==> config.mk <==
export PLATFORM = sky130hd
export DESIGN_NAME = mdu_hilo
export DESIGN_NICKNAME = d
export VERILOG_FILES = /design/src/rtl/mdu_hilo_pkg.sv /design/src/rtl/mdu_divider.sv /design/src/rtl/mdu_hilo.sv
export SDC_FILE = /design/constraint.sdc
export NUM_CORES = 1
export LEC_CHECK = 0
export CAP_MARGIN = 20
export CORE_MARGIN = 2
export CORE_UTILIZATION = 60
export DETAILED_ROUTE_END_ITERATION = 8
export PLACE_DENSITY = 0.81
export SLEW_MARGIN = 20
export SYNTH_ARGS = -nofsm -noshare
export SYNTH_HDL_FRONTEND = slang
export SYNTH_SLANG_ARGS = --single-unit
==> constraint.sdc <==
create_clock -name clk -period 4.3 [get_ports clk]
set_input_delay 0.645 -clock clk [delete_from_list [all_inputs] [get_ports clk]]
set_output_delay 0.645 -clock clk [all_outputs]
set_load 0.005 [all_outputs]
==> src/rtl/mdu_hilo_pkg.sv <==
// Shared types and constants for the HI/LO multiply/divide unit.
// Contents: mdu_op_t issue opcodes, mdu_state_t FSM states, mdu_ctx_t
// per-operation context latched at accept, and a magnitude helper.
package mdu_hilo_pkg;

  localparam int unsigned XLEN            = 32;
  localparam int unsigned MDU_ITER_CYCLES = 32;
  localparam int unsigned CNT_W           = 6;

  typedef enum logic [2:0] {
    MDU_NOP   = 3'd0,
    MDU_MULT  = 3'd1,
    MDU_MULTU = 3'd2,
    MDU_DIV   = 3'd3,
    MDU_DIVU  = 3'd4,
    MDU_MTHI  = 3'd5,
    MDU_MTLO  = 3'd6
  } mdu_op_t;

  typedef enum logic [1:0] {
    ST_IDLE = 2'd0,
    ST_MUL  = 2'd1,
    ST_DIV  = 2'd2,
    ST_FIX  = 2'd3
  } mdu_state_t;

  // Context captured at accept; src1 is kept raw for the divide-by-zero HI value.
  typedef struct packed {
    logic            is_mul;
    logic            neg_res;   // product / quotient must be negated
    logic            neg_rem;   // remainder takes the dividend sign
    logic            div_zero;
    logic [XLEN-1:0] src1;
  } mdu_ctx_t;

  // Two's-complement magnitude when the operand is treated as signed.
  function automatic logic [XLEN-1:0] mag(input logic [XLEN-1:0] x,
                                          input logic            is_signed);
    return (is_signed && x[XLEN-1]) ? -x : x;
  endfunction

endpackage

==> src/rtl/mdu_divider.sv <==
// Iterative restoring divider core, one quotient bit per cycle.
// Ports:
//   clk, resetn      clock, synchronous active-low reset
//   start            load unsigned dividend/divisor and begin 32 iterations
//   abort            drop any in-flight divide
//   dividend/divisor unsigned operands
//   busy             iterations in progress
//   result           {remainder, quotient}
module mdu_divider
  import mdu_hilo_pkg::*;
(
  input  logic              clk,
  input  logic              resetn,
  input  logic              start,
  input  logic              abort,
  input  logic [XLEN-1:0]   dividend,
  input  logic [XLEN-1:0]   divisor,
  output logic              busy,
  output logic [2*XLEN-1:0] result
);

  logic             busy_q, busy_d;
  logic [CNT_W-1:0] cnt_q, cnt_d;
  logic [XLEN-1:0]  rem_q, rem_d;
  logic [XLEN-1:0]  quot_q, quot_d;
  logic [XLEN-1:0]  dvs_q, dvs_d;

  logic [XLEN:0]    shift_c;
  logic [XLEN-1:0]  diff_c;
  logic             ge_c;

  // Partial remainder shifted left with the next dividend bit.
  assign shift_c = {rem_q, quot_q[XLEN-1]};
  assign ge_c    = (shift_c >= {1'b0, dvs_q});
  // Only used when ge_c holds, where the true difference fits in XLEN bits.
  assign diff_c  = shift_c[XLEN-1:0] - dvs_q;

  always_comb begin
    busy_d = busy_q;
    cnt_d  = cnt_q;
    rem_d  = rem_q;
    quot_d = quot_q;
    dvs_d  = dvs_q;
    if (abort) begin
      busy_d = 1'b0;
    end else if (start) begin
      busy_d = 1'b1;
      cnt_d  = '0;
      rem_d  = '0;
      quot_d = dividend;
      dvs_d  = divisor;
    end else if (busy_q) begin
      rem_d  = ge_c ? diff_c : shift_c[XLEN-1:0];
      quot_d = {quot_q[XLEN-2:0], ge_c};
      cnt_d  = CNT_W'(cnt_q + 1'b1);
      if (cnt_q == CNT_W'(MDU_ITER_CYCLES - 1)) busy_d = 1'b0;
    end
  end

  always_ff @(posedge clk) begin
    if (!resetn) begin
      busy_q <= 1'b0;
      cnt_q  <= '0;
      rem_q  <= '0;
      quot_q <= '0;
      dvs_q  <= '0;
    end else begin
      busy_q <= busy_d;
      cnt_q  <= cnt_d;
      rem_q  <= rem_d;
      quot_q <= quot_d;
      dvs_q  <= dvs_d;
    end
  end

  assign busy   = busy_q;
  assign result = {rem_q, quot_q};

endmodule

==> src/rtl/mdu_hilo.sv <==
// Multiply/divide unit owning architectural HI/LO.
// Ports:
//   clk, resetn        clock, synchronous active-low reset
//   valid/ready        issue handshake (ready while idle)
//   op, src1, src2     operation and register-file operands
//   flush              squash any in-flight operation / drop an idle request
//   done               one-cycle pulse after HI/LO take a mult/div result
//   hi, lo             architectural HI and LO
// Configuration: MDU_FAST_MUL_EN selects a 2-stage pipelined multiplier
// (latency 3); otherwise MULT/MULTU run 32-step shift-add (latency 34).
module mdu_hilo
  import mdu_hilo_pkg::*;
(
  input  logic            clk,
  input  logic            resetn,
  input  logic            valid,
  output logic            ready,
  input  mdu_op_t         op,
  input  logic [XLEN-1:0] src1,
  input  logic [XLEN-1:0] src2,
  input  logic            flush,
  output logic            done,
  output logic [XLEN-1:0] hi,
  output logic [XLEN-1:0] lo
);

  mdu_state_t       state_q, state_d;
  logic [CNT_W-1:0] cnt_q, cnt_d;
  logic [XLEN-1:0]  hi_q, hi_d;
  logic [XLEN-1:0]  lo_q, lo_d;
  logic             done_q, done_d;
  mdu_ctx_t         ctx_q, ctx_d;

  logic             accept_c;
  logic             is_signed_c;
  logic             is_mul_c;
  logic             is_div_c;
  logic [XLEN-1:0]  a_mag_c;
  logic [XLEN-1:0]  b_mag_c;

  logic             div_busy;
  logic [2*XLEN-1:0] div_result;
  logic [XLEN-1:0]  quot_c;
  logic [XLEN-1:0]  rem_c;

  logic [2*XLEN-1:0] prod_q;

  assign ready       = (state_q == ST_IDLE);
  assign accept_c    = valid && ready && !flush && (op != MDU_NOP);
  assign is_signed_c = (op == MDU_MULT) || (op == MDU_DIV);
  assign is_mul_c    = (op == MDU_MULT) || (op == MDU_MULTU);
  assign is_div_c    = (op == MDU_DIV)  || (op == MDU_DIVU);
  assign a_mag_c     = mag(src1, is_signed_c);
  assign b_mag_c     = mag(src2, is_signed_c);

  // Context latched at accept for sign fix-up and divide-by-zero handling.
  always_comb begin
    ctx_d          = ctx_q;
    ctx_d.is_mul   = is_mul_c;
    ctx_d.neg_res  = is_signed_c && (src1[XLEN-1] ^ src2[XLEN-1]);
    ctx_d.neg_rem  = is_signed_c && src1[XLEN-1];
    ctx_d.div_zero = (src2 == '0);
    ctx_d.src1     = src1;
  end

  always_ff @(posedge clk) begin
    if (!resetn) begin
      ctx_q <= '0;
    end else if (accept_c) begin
      ctx_q <= ctx_d;
    end
  end

  mdu_divider u_divider (
    .clk      (clk),
    .resetn   (resetn),
    .start    (accept_c && is_div_c),
    .abort    (flush),
    .dividend (a_mag_c),
    .divisor  (b_mag_c),
    .busy     (div_busy),
    .result   (div_result)
  );

  assign quot_c = div_result[XLEN-1:0];
  assign rem_c  = div_result[2*XLEN-1:XLEN];

`ifdef MDU_FAST_MUL_EN
  // Stage 1 holds sign/zero-extended operands; stage 2 holds the product.
  // 64-bit operands make the low 64 bits of the 33x33 signed product exact.
  logic [2*XLEN-1:0] opa_q, opb_q;

  always_ff @(posedge clk) begin
    if (!resetn) begin
      opa_q  <= '0;
      opb_q  <= '0;
      prod_q <= '0;
    end else begin
      if (accept_c && is_mul_c) begin
        opa_q <= {{XLEN{is_signed_c & src1[XLEN-1]}}, src1};
        opb_q <= {{XLEN{is_signed_c & src2[XLEN-1]}}, src2};
      end
      if (state_q == ST_MUL && cnt_q == '0) begin
        prod_q <= opa_q * opb_q;
      end
    end
  end
`else
  // Shift-add on magnitudes: prod_q starts as {0, multiplier} and shifts right.
  logic [XLEN-1:0]   mcand_q;
  logic [XLEN:0]     add_c;
  logic [2*XLEN-1:0] prod_d;

  assign add_c  = {1'b0, prod_q[2*XLEN-1:XLEN]} +
                  (prod_q[0] ? {1'b0, mcand_q} : {(XLEN+1){1'b0}});
  assign prod_d = {add_c, prod_q[XLEN-1:1]};

  always_ff @(posedge clk) begin
    if (!resetn) begin
      mcand_q <= '0;
      prod_q  <= '0;
    end else if (accept_c && is_mul_c) begin
      mcand_q <= a_mag_c;
      prod_q  <= {{XLEN{1'b0}}, b_mag_c};
    end else if (state_q == ST_MUL) begin
      prod_q  <= prod_d;
    end
  end
`endif

  // Next-state, counter and HI/LO update.
  always_comb begin
    state_d = state_q;
    cnt_d   = cnt_q;
    hi_d    = hi_q;
    lo_d    = lo_q;
    done_d  = 1'b0;
    case (state_q)
      ST_IDLE: begin
        if (accept_c) begin
          cnt_d = '0;
          case (op)
            MDU_MTHI:            hi_d    = src1;
            MDU_MTLO:            lo_d    = src1;
            MDU_MULT, MDU_MULTU: state_d = ST_MUL;
            MDU_DIV, MDU_DIVU:   state_d = ST_DIV;
            default:             state_d = ST_IDLE;
          endcase
        end
      end
      ST_MUL: begin
        if (flush) begin
          state_d = ST_IDLE;
          cnt_d   = '0;
`ifdef MDU_FAST_MUL_EN
        end else if (cnt_q == CNT_W'(1)) begin
          {hi_d, lo_d} = prod_q;
          done_d       = 1'b1;
          state_d      = ST_IDLE;
          cnt_d        = '0;
`else
        end else if (cnt_q == CNT_W'(MDU_ITER_CYCLES - 1)) begin
          state_d = ST_FIX;
          cnt_d   = '0;
`endif
        end else begin
          cnt_d = CNT_W'(cnt_q + 1'b1);
        end
      end
      ST_DIV: begin
        // The divider's busy drop is a backstop in case the counters disagree.
        if (flush) begin
          state_d = ST_IDLE;
          cnt_d   = '0;
        end else if (cnt_q == CNT_W'(MDU_ITER_CYCLES - 1) || !div_busy) begin
          state_d = ST_FIX;
          cnt_d   = '0;
        end else begin
          cnt_d = CNT_W'(cnt_q + 1'b1);
        end
      end
      ST_FIX: begin
        state_d = ST_IDLE;
        cnt_d   = '0;
        if (!flush) begin
          done_d = 1'b1;
`ifndef MDU_FAST_MUL_EN
          if (ctx_q.is_mul) begin
            {hi_d, lo_d} = ctx_q.neg_res ? -prod_q : prod_q;
          end else
`endif
          if (ctx_q.div_zero) begin
            lo_d = '1;
            hi_d = ctx_q.src1;
          end else begin
            lo_d = ctx_q.neg_res ? -quot_c : quot_c;
            hi_d = ctx_q.neg_rem ? -rem_c  : rem_c;
          end
        end
      end
      default: state_d = ST_IDLE;
    endcase
  end

  always_ff @(posedge clk) begin
    if (!resetn) begin
      state_q <= ST_IDLE;
      cnt_q   <= '0;
      hi_q    <= '0;
      lo_q    <= '0;
      done_q  <= 1'b0;
    end else begin
      state_q <= state_d;
      cnt_q   <= cnt_d;
      hi_q    <= hi_d;
      lo_q    <= lo_d;
      done_q  <= done_d;
    end
  end

  assign done = done_q;
  assign hi   = hi_q;
  assign lo   = lo_q;

endmodule

==> impl_metrics.json, run 1 <==
{
  "setup_violations": 0,
  "layout-drive-gt1-share_pct": 6.06,
  "dr_total_vias": 21200,
  "outcome": "finished clean",
  "fin_area_mm2": 0.0233,
  "first_iter_violations": 2813,
  "slew_headroom_pct": 30.2,
  "grt_max_degree": 168,
  "rsz0062_at_grt": "no",
  "grt_pass1_vias": 19300,
  "fin_ws_ns": 0.526,
  "initial_utilization_pct": 60.8,
  "io_buffers": 136,
  "p_per_area_mw_per_mm2": 333,
  "path_clk_slew_ns": 0.07,
  "cts_tree": "done",
  "fmax_mhz": 265,
  "hold_path.class": "reg2reg",
  "rr_worst_depth": 12,
  "fin_setup_tns_ns": 0,
  "placed_cell_area_mm2": 0.0222,
  "cts.path.max_buffers": 3,
  "pre_cts_slack_ns": 0.411,
  "grt_pass1_wl_mm": 116,
  "coreArea_mm2": 0.0335,
  "p_leak_uw": 0.00848,
  "required_ns": 4.71,
  "first_pass_iters": 6,
  "htreeDepth": 2,
  "synth-adder-area-share_pct": 4.80,
  "worst_setup_path_end_kind": "flip-flop",
  "p_total_uw": 7770,
  "grt_overflow_total": 0,
  "numCtsBuffers": 35,
  "finalClockSkew_ns": 0.0194,
  "layoutNonFillerInstCount": 3154,
  "critPathMaxFanout": 12,
  "place.gp.congestion": 1.05,
  "hold_depth": 2,
  "synth_top_area_cell": "dfxtp_1",
  "synth_top_family_by_area": "compound AO/OA/AOI/OAI gates",
  "ant_nets": 0,
  "yosysMostFrequentCell": "dfxtp_1",
  "drc_errors": 0,
  "finalNetCount": 2830,
  "drt_wl_total_mm": 76.8,
  "globalRouteTotalUtil_pct": 42.2,
  "fp.dieW_um": 188,
  "cp.depth": 12,
  "crit_type": "reg2reg",
  "worst_pin_slew_ns": 1.05,
  "syn_to_final_growth_pct": 14.3,
  "crit_chain": "buf_4, and2_1, ha_1, a21oi_1, o21ai_1, a21o_1, a221o_1, o31a_1, a221oi_1, o22ai_1, mux2i_1, a311o_1",
  "cp.arrival_ns": 4.19,
  "antenna_found_initial": 2,
  "finalCritPeriodShare_pct": 87.8,
  "row_count": 67,
  "synth_top_area_share_pct": 30.2,
  "hold_viol": 0,
  "slowest_delay_ns": 0.61,
  "clk_latency_ns": 0.54,
  "synth-xor-area-share_pct": 9.96,
  "yosys_warnings": 0,
  "slowest_stage": "dfxtp_1",
  "yosys.area_share.simple_pct": 20.2,
  "synth-compound-area-share_pct": 27.5,
  "cts_root_buffer": "clkbuf_16",
  "synth_fp_nets": 2783,
  "cp-start-kind": "flip-flop",
  "io_pins": 137,
  "cts_post_setup_buffers_inserted": 0,
  "dp.cells": 3093,
  "dp_hpwl_mm": 56.2,
  "path_delay_family": "compound AO/OA/AOI/OAI gates",
  "diodes": 0,
  "cts_sinks": 308,
  "netlist_instances": 2635,
  "synth_edf_count": 0,
  "ys_async_sr_fraction_pct": 0,
  "synth.cell_area_mm2": 0.0204,
  "wl_per_cell_um": 24.4,
  "vias_per_cell": 6.73,
  "vdd_ir_drop_max_mv": 0.346,
  "slew_viol_final": 0,
  "die_area_mm2": 0.0355,
  "avgSynthCellArea_um2": 7.74,
  "post_cts_resized": 0,
  "synthMuxAreaShare_pct": 2.45,
  "synth-seq-cells": 308,
  "fin_crit_ns": 3.77,
  "die_h_um": 188,
  "ys_types": 80,
  "dominantRegCellSynth": "dfxtp_1",
  "cp_num_buf_inv": 1,
  "yosys-top-cells-count": "dfxtp_1, nand2_1, nor2_1",
  "postCtsHoldBufs": 0,
  "synth_area_leaders": "dfxtp_1, a211oi_1, xor2_1",
  "ys_seq_area_share_pct": 30.2,
  "drv_cap": 0
}
## state kept, by name (all words and copies together), names as in the netlist, 2 cells and up
signal / cells
u_divider.dvs_q: 32
lo: 32
hi: 32
u_divider.rem_q: 32
ctx_q: 36
u_divider.quot_q: 32
cnt_q: 6
prod_q: 64
u_divider.cnt_q: 6
state_q: 2
mcand_q: 32
## power breakdown
group | internal, µW | switching (µW) | total [µW]
logic | 647 | 1100 | 1740
clock network | 1740 | 1220 | 2960
registers | 2950 | 111 | 3060
total | 5340 | 2430 | 7770
## cells in the final DEF, fill, tap and decap left out, types with 11 or more instances in the layout
| master | synthesis | final |
|---|---|---|
| dfxtp_1 | 308 | 305 |
| nand2_1 | 300 | 300 |
| nor2_1 | 227 | 225 |
| a21oi_1 | 214 | 214 |
| a211oi_1 | 180 | 180 |
| o21ai_0 | 160 | 159 |
| xor2_1 | 135 | 135 |
| clkdlybuf4s50_1 | 0 | 135 |
| xnor2_1 | 97 | 97 |
| ha_1 | 75 | 73 |
| inv_1 | 71 | 71 |
| buf_4 | 1 | 55 |
| nor2b_1 | 48 | 47 |
| o31ai_1 | 47 | 46 |
| nor3_1 | 45 | 44 |
| mux2i_1 | 42 | 42 |
| and2_1 | 39 | 39 |
| and3_1 | 38 | 38 |
| clkbuf_16 | 0 | 37 |
| o211ai_1 | 34 | 34 |
| o41ai_1 | 32 | 32 |
| nand3_1 | 31 | 31 |
| a31oi_1 | 26 | 26 |
| or3_1 | 25 | 25 |
| or4_1 | 25 | 25 |
| a21o_1 | 25 | 25 |
| a221oi_1 | 23 | 23 |
| nand4_1 | 21 | 21 |
| nor4_1 | 14 | 13 |
| o21bai_1 | 12 | 12 |
| o21ai_1 | 10 | 11 |
## metal layers
metal / vias to the layer above / global-route usage [%] / share of wire (%)
li1: 9664 / - / -
met1: 9952 / 58.1 / 41
met2: 1357 / 63.4 / 42
met3: 235 / 7.97 / 12
met4: 4 / 20.7 / 5.7
met5: - / 0 / 0.038
## area by class of cell
| type | count | area (µm²) |
|---|---|---|
| Clock buffer | 56 | 1100 |
| Inverter | 74 | 280 |
| Clock inverter | 5 | 27.5 |
| Multi-Input combinational cell | 2068 | 13300 |
| Tap cell | 448 | 561 |
| Fill cell | 2827 | 10200 |
| Sequential cell | 308 | 6170 |
| Timing Repair Buffer | 195 | 1850 |
## cells by family after synthesis
logic type	Yosys count
and+or+nand+nor	862
AOI/OAI and AO/OA	848
DFF	308
buffers and inverters	259
xor gates and xnor gates	232
adders and majority gates	77
muxes	49
## worst reg2reg max path: cells and delay by family, from the launching register on
kind	cells	cell delay (ns)
buf+inv	1	0.28
simple gates	1	0.15
fa+ha+maj	1	0.30
mux	1	0.15
compound gates	8	2.18
flops	1	0.61
## per-stage QoR
stage	hold WS (ns)	util, %
after floorplan	0.432	-
after global placement	0.440	66.2
after detailed placement	0.447	66.2
after CTS	0.455	69.5
after global routing	0.480	69.5
final	0.454	69.5
## worst paths after layout
path,startpoint,end,slack (ns)
max,prod_q[0]$_SDFFE_PN0P_,prod_q[61]$_SDFFE_PP0P_,0.53
min,lo[9]$_SDFFE_PN0P_,lo[9]$_SDFFE_PN0P_,0.45
max reg2reg,prod_q[0]$_SDFFE_PN0P_,prod_q[61]$_SDFFE_PP0P_,0.53
min reg2reg,lo[9]$_SDFFE_PN0P_,lo[9]$_SDFFE_PN0P_,0.45
Note: power is estimated with default switching activity, not from simulation.
==> run 2: changes to the inputs <==
--- a/config.mk
+++ b/config.mk
@@ -9,8 +9,9 @@
 export CORE_MARGIN = 2
 export CORE_UTILIZATION = 60
 export DETAILED_ROUTE_END_ITERATION = 8
-export PLACE_DENSITY = 0.81
-export SLEW_MARGIN = 20
+export DONT_BUFFER_PORTS = 1
+export PLACE_DENSITY = 0.76
+export SLEW_MARGIN = 10
 export SYNTH_ARGS = -nofsm -noshare
 export SYNTH_HDL_FRONTEND = slang
 export SYNTH_SLANG_ARGS = --single-unit
==> impl_metrics.json, run 2 (synthesized netlist as in run 1, its figures left out) <==
{
  "outcome": "finished clean",
  "required_ns": 4.74,
  "wl_per_cell_um": 25.2,
  "fin_crit_ns": 3.78,
  "grt-busiest-layer": "met2",
  "globalRouteTotalUtil_pct": 42.0,
  "hold_depth": 1,
  "die_h_um": 188,
  "utilization_pct": 65.9,
  "cts_root_buffer": "clkbuf_16",
  "fill_cells": 2907,
  "rr_endpoint": "prod_q[61]$_SDFFE_PP0P_",
  "numCtsBuffers": 38,
  "path_clk_slew_ns": 0.06,
  "layout_common_cells": "dfxtp_1, nand2_1, nor2_1",
  "finalClockSkew_ns": 0.0194,
  "hold_path_end": "u_divider.busy$_SDFF_PP0_",
  "coreArea_mm2": 0.0335,
  "p_leak_uw": 0.00805,
  "biggestRegsByFlops": "prod_q x64, ctx_q x36",
  "regArea_mm2": 0.00617,
  "ant_nets": 0,
  "dr_total_vias": 20600,
  "slew_headroom_pct": 16.4,
  "first_iter_violations": 2646,
  "grt_use_met2_pct": 61.5,
  "fin_area_mm2": 0.0221,
  "finalCritPeriodShare_pct": 88.0,
  "multi_input_area_mm2": 0.0133,
  "grt_max_degree": 123,
  "hold_viol": 0,
  "cp-start-kind": "flip-flop",
  "initial_utilization_pct": 60.8,
  "rsz0062_at_grt": "no",
  "io_pins": 137,
  "drc_errors": 0,
  "rr_worst_depth": 12,
  "fmax_mhz": 264,
  "dp_hpwl_mm": 56.6,
  "final_common_cell": "dfxtp_1",
  "htreeDepth": 2,
  "row_count": 67,
  "drv_cap": 0,
  "placed_cell_area_mm2": 0.0208,
  "io_buffers": 0,
  "setup_violations": 0,
  "top_register": "prod_q",
  "critPathMaxFanout": 9,
  "p_per_area_mw_per_mm2": 363,
  "worst_setup_path_end_kind": "flip-flop",
  "cts_post_setup_buffers_inserted": 0,
  "first_pass_iters": 7,
  "drt_wl_total_mm": 76.3,
  "hold_start": "flush",
  "cp.arrival_ns": 4.22,
  "grt_pass1_wl_mm": 114,
  "clk_latency_ns": 0.56,
  "r2r_setup_slack_ns": 0.52,
  "place.gp.congestion": 1.02,
  "slew_viol_final": 0,
  "die_area_mm2": 0.0355,
  "syn_to_final_growth_pct": 8.35,
  "crit_type": "reg2reg",
  "vdd_ir_drop_max_mv": 0.305,
  "met3_usage_pct": 11.5,
  "cts.path.max_buffers": 3,
  "vias_per_cell": 6.80,
  "largest_reg_flops": 64,
  "fin_setup_tns_ns": 0,
  "grt_pass1_vias": 18800,
  "antenna_found_initial": 2,
  "finalNetCount": 2696,
  "hold_path.class": "in2reg",
  "fp.dieW_um": 188,
  "postCtsHoldBufs": 0,
  "cts_tree": "done",
  "worst_pin_slew_ns": 1.25,
  "layout-drive-gt1-share_pct": 6.72,
  "whs_ns": 0.164,
  "crit-reg2reg-launch": "prod_q[0]$_SDFFE_PN0P_",
  "post_cts_resized": 0,
  "cts_sinks": 308,
  "met1_usage_pct": 56.9,
  "grt_overflow_total": 0
}
run 2: how the worst max path moves through the flow:
stage,cells after the start,startpoint,end,slack (ns)
after floorplan,14,prod_q[0]$_SDFFE_PN0P_,prod_q[61]$_SDFFE_PP0P_,0.57
after detailed placement,12,prod_q[0]$_SDFFE_PN0P_,prod_q[61]$_SDFFE_PP0P_,0.60
final,12,prod_q[0]$_SDFFE_PN0P_,prod_q[61]$_SDFFE_PP0P_,0.52
after CTS,12,prod_q[0]$_SDFFE_PN0P_,prod_q[61]$_SDFFE_PP0P_,0.56
after global placement,12,prod_q[0]$_SDFFE_PN0P_,prod_q[61]$_SDFFE_PP0P_,0.63
after global routing,12,prod_q[0]$_SDFFE_PN0P_,prod_q[61]$_SDFFE_PP0P_,0.26
run 2: report_power, final:
part / switching [µW] / internal (µW)
registers: 115 / 2950
clock network: 1340 / 2080
logic: 978 / 552
total: 2440 / 5580
run 2: through the flow:
stage / setup WS (ns) / power, µW / cells
6_report: 0.517 / 8020 / 3026
5_1_grt: 0.261 / 8240 / 3025
4_1_cts: 0.563 / 7960 / 3024
3_5_place_dp: 0.597 / 4600 / 2956
3_3_place_gp: 0.635 / 4580 / 2956
2_1_floorplan: 0.571 / 4210 / 2635
run 2: area by class of cell:
| type | instances | share of cell area, % |
|---|---|---|
| Clock buffer | 47 | 4.69 |
| Inverter | 74 | 1.28 |
| Sequential cell | 308 | 27.9 |
| Tap cell | 448 | 2.54 |
| Multi-Input combinational cell | 2068 | 60.3 |
| Antenna cell | 2 | 0.0226 |
| Clock inverter | 21 | 1.25 |
| Timing Repair Buffer | 58 | 2.03 |
run 2: per-layer routing:
| metal | share of wire [%] | wire length (µm) | up-vias |
|---|---|---|---|
| li1 | - | - | 9419 |
| met1 | 40 | 30700 | 9708 |
| met2 | 42 | 31900 | 1222 |
| met3 | 12 | 9510 | 215 |
| met4 | 5.5 | 4210 | 0 |
| met5 | 0 | 0 | - |
run 2: worst max-delay path, cell delays in order (launching register included):
cell and delay, ns:
dfxtp_1 0.42, and2_1 0.21, ha_1 0.22, fa_1 0.44, a211oi_1 0.32, o21bai_1 0.16, a211oi_1 0.38, nor3_1 0.13
o31a_1 0.29, a221oi_1 0.44, o22ai_1 0.17, mux2i_1 0.15, a311o_1 0.31
